--- src/rtl/ahb2apb_bridge.sv ---
// AHB-lite slave to APB master bridge; one transfer in flight, full-word accesses only.
// Optional APB error reporting (pslverr -> two-cycle AHB ERROR response) under BRIDGE_PSLVERR_EN.
module ahb2apb_bridge #(
    parameter int ADDR_W = 32,
    parameter int DATA_W = 32
) (
    input  logic              clk,
    input  logic              rst,

    input  logic              hsel,
    input  logic [1:0]        htrans,
    input  logic              hwrite,
    input  logic              hready,
    input  logic [ADDR_W-1:0] haddr,
    input  logic [DATA_W-1:0] hwdata,
    output logic              hreadyout,
    output logic              hresp,
    output logic [DATA_W-1:0] hrdata,

    output logic              psel,
    output logic              penable,
    output logic              pwrite,
    output logic              pread,
    output logic [ADDR_W-1:0] paddr,
    output logic [DATA_W-1:0] pwdata,
    input  logic [DATA_W-1:0] prdata,
`ifdef BRIDGE_PSLVERR_EN
    input  logic              pslverr,
`endif
    input  logic              pready
);

`ifdef BRIDGE_PSLVERR_EN
    typedef enum logic [2:0] {
        IDLE   = 3'd0,
        WWAIT  = 3'd1,
        SETUP  = 3'd2,
        ACCESS = 3'd3,
        ERR1   = 3'd4,
        ERR2   = 3'd5
    } state_t;
`else
    typedef enum logic [2:0] {
        IDLE   = 3'd0,
        WWAIT  = 3'd1,
        SETUP  = 3'd2,
        ACCESS = 3'd3
    } state_t;
`endif

    state_t state;
    state_t nextState;
    logic   reqValid;
    logic   accept;
    logic   apbErr;
    logic   loadRead;

    // NONSEQ and SEQ both have htrans[1] set; IDLE and BUSY never start a transfer
    assign reqValid = hsel & htrans[1] & hready;

`ifdef BRIDGE_PSLVERR_EN
    assign apbErr = pslverr;
`else
    assign apbErr = 1'b0;
`endif

    always_comb begin
        nextState = state;
        accept    = 1'b0;
        psel      = 1'b0;
        penable   = 1'b0;
        hreadyout = 1'b0;
        hresp     = 1'b0;
        case (state)
            IDLE: begin
                hreadyout = 1'b1;
                accept    = reqValid;
                if (reqValid) begin
                    nextState = hwrite ? WWAIT : SETUP;
                end
            end
            WWAIT: begin
                nextState = SETUP;
            end
            SETUP: begin
                psel      = 1'b1;
                nextState = ACCESS;
            end
            ACCESS: begin
                psel    = 1'b1;
                penable = 1'b1;
                if (pready) begin
`ifdef BRIDGE_PSLVERR_EN
                    nextState = apbErr ? ERR1 : IDLE;
`else
                    nextState = IDLE;
`endif
                end
            end
`ifdef BRIDGE_PSLVERR_EN
            ERR1: begin
                hresp     = 1'b1;
                nextState = ERR2;
            end
            // Second ERROR cycle doubles as an address phase for the next transfer
            ERR2: begin
                hresp     = 1'b1;
                hreadyout = 1'b1;
                accept    = reqValid;
                if (reqValid) begin
                    nextState = hwrite ? WWAIT : SETUP;
                end else begin
                    nextState = IDLE;
                end
            end
`endif
            default: begin
                nextState = IDLE;
            end
        endcase
    end

    // An errored read leaves hrdata at its previous value
    assign loadRead = (state == ACCESS) & pready & ~pwrite & ~apbErr;

    always_ff @(posedge clk) begin
        if (rst) begin
            state  <= IDLE;
            paddr  <= '0;
            pwrite <= 1'b0;
            pwdata <= '0;
            hrdata <= '0;
        end else begin
            state <= nextState;
            if (accept) begin
                paddr  <= haddr;
                pwrite <= hwrite;
            end
            if (state == WWAIT) begin
                pwdata <= hwdata;
            end
            if (loadRead) begin
                hrdata <= prdata;
            end
        end
    end

    assign pread = psel & ~pwrite;

endmodule

--- config.mk ---
export PLATFORM = sky130hd
export DESIGN_NAME = ahb2apb_bridge
export DESIGN_NICKNAME = d
export VERILOG_FILES = /design/src/rtl/ahb2apb_bridge.sv
export SDC_FILE = /design/constraint.sdc
export NUM_CORES = 1
export LEC_CHECK = 0
export BUFFER_PORTS_ARGS = -buffer_cell sky130_fd_sc_hd__buf_2
export CAP_MARGIN = 15
export CORE_UTILIZATION = 40
export DETAILED_ROUTE_END_ITERATION = 6
export PLACE_DENSITY_LB_ADDON = 0.3
export SYNTH_ARGS = -nofsm -noshare
export SYNTH_HDL_FRONTEND = slang
export SYNTH_SLANG_ARGS = --single-unit
--- constraint.sdc ---
create_clock -name clk -period 1.87 [get_ports clk]
set_clock_uncertainty 0.1 [all_clocks]
set_input_delay 0.0935 -clock clk [delete_from_list [all_inputs] [get_ports clk]]
set_output_delay 0.0935 -clock clk [all_outputs]
set_load 0.05 [all_outputs]
### Word level (Yosys, flattened, before mapping)

Index checks and enable logic that the tools add are counted.

| cells by class | value |
|---|---|
| eq/ne operators | 5 |
| muxes and demuxes | 8 |
| bitwise gates (word level) | 6 |
| reduce and logical (&&, ||, !) cells | 3 |

Operators with widths:

| cell | number |
|---|---|
| 3-bit one-hot mux with 4 select lines | 1 |
| 3-bit by 2-bit equality test with 1-bit output, second input constant | 2 |
| 3-bit 2-to-1 mux | 2 |
| 1-bit AND | 5 |
| 1-bit 2-to-1 mux | 4 |
| 2-bit != test, second input constant | 2 |
| 3-bit by 1-bit equality test with 1-bit output, second input constant | 1 |
| 3-bit zero test | 1 |
| 2-bit 2-to-1 mux | 1 |
| 2-bit AND reduction | 1 |
| 2-bit OR reduction | 1 |
| 1-bit NOT | 1 |

| storage, ports and cells | value |
|---|---|
| register bits | 100 |
| input port bits | 104 |
| output and inout port bits | 102 |

### Depth between registers and ports, before layout

| logic depth | value |
|---|---|
| word-level depth | 4 |
| gate-level depth with buffers | 7 |
| depth with buffers taken out | 6 |

### Least setup slack after synthesis

OpenSTA, ideal clock, no wires.

| timing | value |
|---|---|
| kind | flip-flop to output port |
| start point | reg state[0] |
| end point | out pread |
| arrival time | 2046 ps |
| path slack | -369 ps |
| stages on the path, launching flop included | 4 |
| buffers on the path | 0 |
| cell sequence | dfxtp_1 -> ha_1 -> or2_2 -> nor2b_1 |

| on the way | value |
|---|---|
| word-level cells in the longest chain between the ends | 4 |
| elaborated cells between the ends (all ways) | 5 |
| classes of those cells | eq/ne: 2; mux: 1; bitwise: 1; reduce/logical: 1 |

RTL lines:

| element | line | source |
|---|---|---|
| start: declaration | 51 | `state_t state;` |
| start signal: assignment | 134 | `state <= nextState;` |
| 3-bit by 2-bit equality test with 1-bit output | 74 | `case (state)` |
| 2-bit OR reduction (no line) * | n/a |  |
| 1-bit 2-to-1 mux * | 74 |  |
| net psel | 20 | `output logic psel,` |
| 1-bit AND * | 148 | `assign pread = psel & ~pwrite;` |
| end: declaration | 23 | `output logic pread,` |

Mark *: on every way through the listed nets, which the timed path passes. The rest lies on a longest branch.

### Worst setup path in the final report

| timing | value |
|---|---|
| start point | reg state[0] |
| end point | out pread |

| on the way | value |
|---|---|
| word-level cells in the longest chain between the ends | 4 |
| elaborated cells between the ends (all ways) | 5 |
| classes of those cells | eq/ne: 2; mux: 1; bitwise: 1; reduce/logical: 1 |

RTL lines:

| element | line |
|---|---|
| 3-bit by 2-bit equality test with 1-bit output | 74 |
| 2-bit OR reduction (no line) * | n/a |
| 1-bit 2-to-1 mux * | 74 |
| 1-bit AND * | 148 |

Mark *: on every way between the ends. The rest lies on a longest branch, timed or not.

==> impl_metrics.xml <==
<?xml version="1.0" encoding="UTF-8"?>
<metrics>
  <group name="floorplan">
    <metric name="core_region_area" unit="um2">8720</metric>
    <metric name="initial_utilization" unit="">0.413</metric>
    <metric name="die_area" unit="um2">9400</metric>
    <metric name="io_pins" unit="">206</metric>
    <metric name="chipHeight" unit="um">96.9</metric>
    <metric name="placementRows" unit="">34</metric>
    <metric name="dieWidth" unit="um">96.9</metric>
  </group>
  <group name="timing">
    <metric name="setup_viol" unit="">0</metric>
    <metric name="max_freq" unit="MHz">560</metric>
    <metric name="final.setup.tns" unit="ps">0</metric>
    <metric name="layout_setup_ws" unit="ps">84.9</metric>
    <metric name="whs" unit="ps">132</metric>
    <metric name="post-route-min-period" unit="ps">1790</metric>
    <metric name="finalMaxSlewViolations" unit="">0</metric>
    <metric name="unrepaired_setup_endpoints_after_global_routing" unit="">false</metric>
    <metric name="hold_violations" unit="">0</metric>
    <metric name="final_min_period_over_clock_period" unit="">0.955</metric>
  </group>
  <group name="detailed_routing">
    <metric name="detail_route.first_pass.iterations" unit="">6</metric>
    <metric name="drcViolationCount" unit="">0</metric>
    <metric name="wl_per_cell" unit="um">13.0</metric>
    <metric name="route.vias.total" unit="">3848</metric>
    <metric name="initialDrtViolationCount" unit="">133</metric>
    <metric name="wl" unit="mm">10.6</metric>
    <metric name="post_drt_via_cell_ratio" unit="">4.70</metric>
    <metric name="route.antenna.remaining_nets" unit="">0</metric>
  </group>
  <group name="clock_tree">
    <metric name="number_of_buffers_between_clock_root_and_the_deepest_sink" unit="">2</metric>
    <metric name="cts_buffers" unit="">9</metric>
    <metric name="clk_latency" unit="ps">340</metric>
    <metric name="clock-sinks" unit="">99</metric>
    <metric name="h_tree_levels" unit="">3</metric>
    <metric name="clkSlewWorstSetupHoldPaths" unit="ps">90</metric>
    <metric name="clock_tree.root_cell" unit="">sky130_fd_sc_hd__clkbuf_8</metric>
    <metric name="cts_tree" unit="">yes</metric>
    <metric name="cts.repair_timing.setup_buffer_count" unit="">0</metric>
  </group>
  <group name="setup_path">
    <metric name="worstSetupStartpointType" unit="">register</metric>
    <metric name="critical-path-max-stage-delay" unit="ps">390</metric>
    <metric name="r2r_end" unit="">paddr[23]</metric>
    <metric name="worstSetupEndpointType" unit="">output port</metric>
    <metric name="criticalPathCategory" unit="">reg -&gt; out</metric>
    <metric name="r2r.worst_path.cells" unit="">7</metric>
    <metric name="cp.required" unit="ps">1680</metric>
    <metric name="reg2reg_from" unit="">state[1]</metric>
    <metric name="critical_path_peak_fanout" unit="">6</metric>
    <metric name="timing.critical_path.slowest_stage_cell" unit="">sky130_fd_sc_hd__dfxtp_4</metric>
    <metric name="arrival" unit="ps">1590</metric>
    <metric name="critical_path.cell_chain" unit="">inv_1 -&gt; ha_1 -&gt; or2_2 -&gt; nor2b_4 -&gt; buf_2</metric>
    <metric name="reg2reg_slack" unit="ps">250</metric>
  </group>
  <group name="finish">
    <metric name="final_core_utilization" unit="">0.675</metric>
    <metric name="final_cell_mix" unit="">203 x sky130_fd_sc_hd__buf_2, 131 x sky130_fd_sc_hd__nand2_1, 98 x sky130_fd_sc_hd__dfxtp_1</metric>
    <metric name="area_of_the_multi_input_gates" unit="um2">1450</metric>
    <metric name="final_cell_count_no_fill" unit="">818</metric>
    <metric name="stdcell_area" unit="um2">5890</metric>
    <metric name="fillCellCount" unit="">685</metric>
    <metric name="most_common_cell_after_layout_fill_and_taps_aside" unit="">sky130_fd_sc_hd__buf_2</metric>
    <metric name="antenna-diode-count" unit="">0</metric>
    <metric name="finish.net_count" unit="">814</metric>
    <metric name="final_layout_size_suffix_gt1_frac" unit="">0.331</metric>
    <metric name="area_growth_syn_to_layout" unit="%">63.4</metric>
    <metric name="total_area_of_sequential_cells" unit="um2">1990</metric>
  </group>
  <group name="placement">
    <metric name="place_ws" unit="ps">262</metric>
    <metric name="io_buffers" unit="">203</metric>
    <metric name="place_area" unit="um2">4710</metric>
    <metric name="dp_cells" unit="">705</metric>
    <metric name="dpl.hpwl" unit="mm">6.13</metric>
    <metric name="gpl_congestion" unit="">0.725</metric>
  </group>
  <group name="worst_hold_path">
    <metric name="timing.hold.worst.class" unit="">in -&gt; reg</metric>
    <metric name="holdCritStartpoint" unit="">rst</metric>
    <metric name="min_to" unit="">state[0]</metric>
    <metric name="cell_depth_of_the_worst_min_delay_path" unit="">3</metric>
  </group>
  <group name="power">
    <metric name="power_density" unit="nW/um2">1050</metric>
    <metric name="totalPowerFinal" unit="mW">6.18</metric>
    <metric name="peakVddDrop" unit="V">0.000550</metric>
    <metric name="power.leakage" unit="nW">2.69</metric>
  </group>
  <group name="global_route">
    <metric name="grt_usage" unit="">0.228</metric>
    <metric name="grt_overflow" unit="">0</metric>
    <metric name="pin_count_of_the_biggest_net_entering_global_routing" unit="">100</metric>
    <metric name="grt_first_pass_wirelength" unit="mm">17.8</metric>
    <metric name="antenna_found_initial" unit="">0</metric>
    <metric name="grt_pass1_vias" unit="">3950</metric>
  </group>
  <group name="logic_synthesis">
    <metric name="synth_sequential_area_ratio" unit="">0.550</metric>
    <metric name="synthesis.area" unit="um2">3610</metric>
    <metric name="synth_nets" unit="">524</metric>
    <metric name="synthesis.area_per_instance" unit="um2">8.69</metric>
    <metric name="synth.yosys.warnings" unit="">0</metric>
    <metric name="ffs_latches_synth" unit="">99</metric>
    <metric name="post_synth_num_cell_types" unit="">23</metric>
    <metric name="syn-instance-count" unit="">415</metric>
  </group>
  <group name="run_status">
    <metric name="status" unit="">complete, no violations</metric>
  </group>
  <group name="run">
    <metric name="maxCapViolCount" unit="">0</metric>
  </group>
</metrics>
[kinds of logic (layout without fill, tap and decap cells)]
logic type                 count (synthesis)  in the layout  share of synthesized area
buffers and inverters                     33            328                     0.0517
and+or+nand+nor                          175            175                      0.190
other                                      1              1                    0.00104
adders and majority gates                  5              5                     0.0173
AOI/OAI and AO/OA                         68             68                     0.0954
DFF                                       99             99                      0.550
muxes                                     34             34                     0.0944
[state kept, by name, summed over array words and instances, names as in the netlist]
name / cells
hrdata: 32
paddr: 32
pwdata: 32
state: 2
pwrite: 1
[critical path, delay by kind of cell (launching register included)]
family,cells,cell delay (ps)
buffers and inverters,2,280
DFF,1,390
and+or+nand+nor,2,390
adders and majority gates,1,180
[worst max-delay path by stage]
stage / from / end / slack (ps) / cells past startpoint
6_report: state[0] / pread / 80 / 5
5_1_grt: state[0] / pread / 10 / 5
4_1_cts: state[0] / pread / 40 / 5
3_5_place_dp: state[0] / hrdata[16] / 260 / 6
3_3_place_gp: state[0] / hrdata[12] / 310 / 6
2_1_floorplan: state[1] / paddr[10] / 10 / 6
[metal layers]
metal  share of wire  wire length (um)  global-route usage
met4           0.021               224              0.0861
met3           0.079               839              0.0592
met5               0                 0                   0
met2            0.50              5330               0.412
met1            0.40              4230               0.256
[synthesized netlist by cell type, drive strengths merged]
cell | n | share of area
mux2i | 34 | 0.094
o21ai | 1 | 0.0014
dfxtp | 99 | 0.55
nand2b | 1 | 0.0017
inv | 4 | 0.0042
ha | 5 | 0.017
buf | 21 | 0.039
nor2 | 36 | 0.040
clkbuf | 8 | 0.0083
nand3b | 1 | 0.0021
a21oi | 67 | 0.094
nor2b | 2 | 0.0035
nand3 | 1 | 0.0014
nand2 | 131 | 0.14
nand4 | 1 | 0.0017
or2 | 2 | 0.0035
conb | 1 | 0.0010
[layout make-up]
| type | instances | area share |
|---|---|---|
| inverter | 4 | 0.00255 |
| timing repair buffer | 308 | 0.356 |
| multi-input combinational | 283 | 0.246 |
| sequential | 99 | 0.337 |
| tap | 108 | 0.0229 |
| clock buffer | 10 | 0.0234 |
| clock inverter | 6 | 0.0119 |
[where the power goes]
group | leakage [nW] | internal [mW] | switching, mW | total, mW
Combinational | 1.78 | 0.775 | 1.50 | 2.27
Clock | 0.108 | 0.673 | 0.760 | 1.43
Sequential | 0.802 | 2.34 | 0.132 | 2.48
[timing repair]
item                                    4_1_cts  5_1_grt
hold buffers                                 97        0
resized for setup                             1        1
endpoints found under the hold margin        97        0
endpoints found under the setup margin        1        1
(Power assumes the default switching activity.)
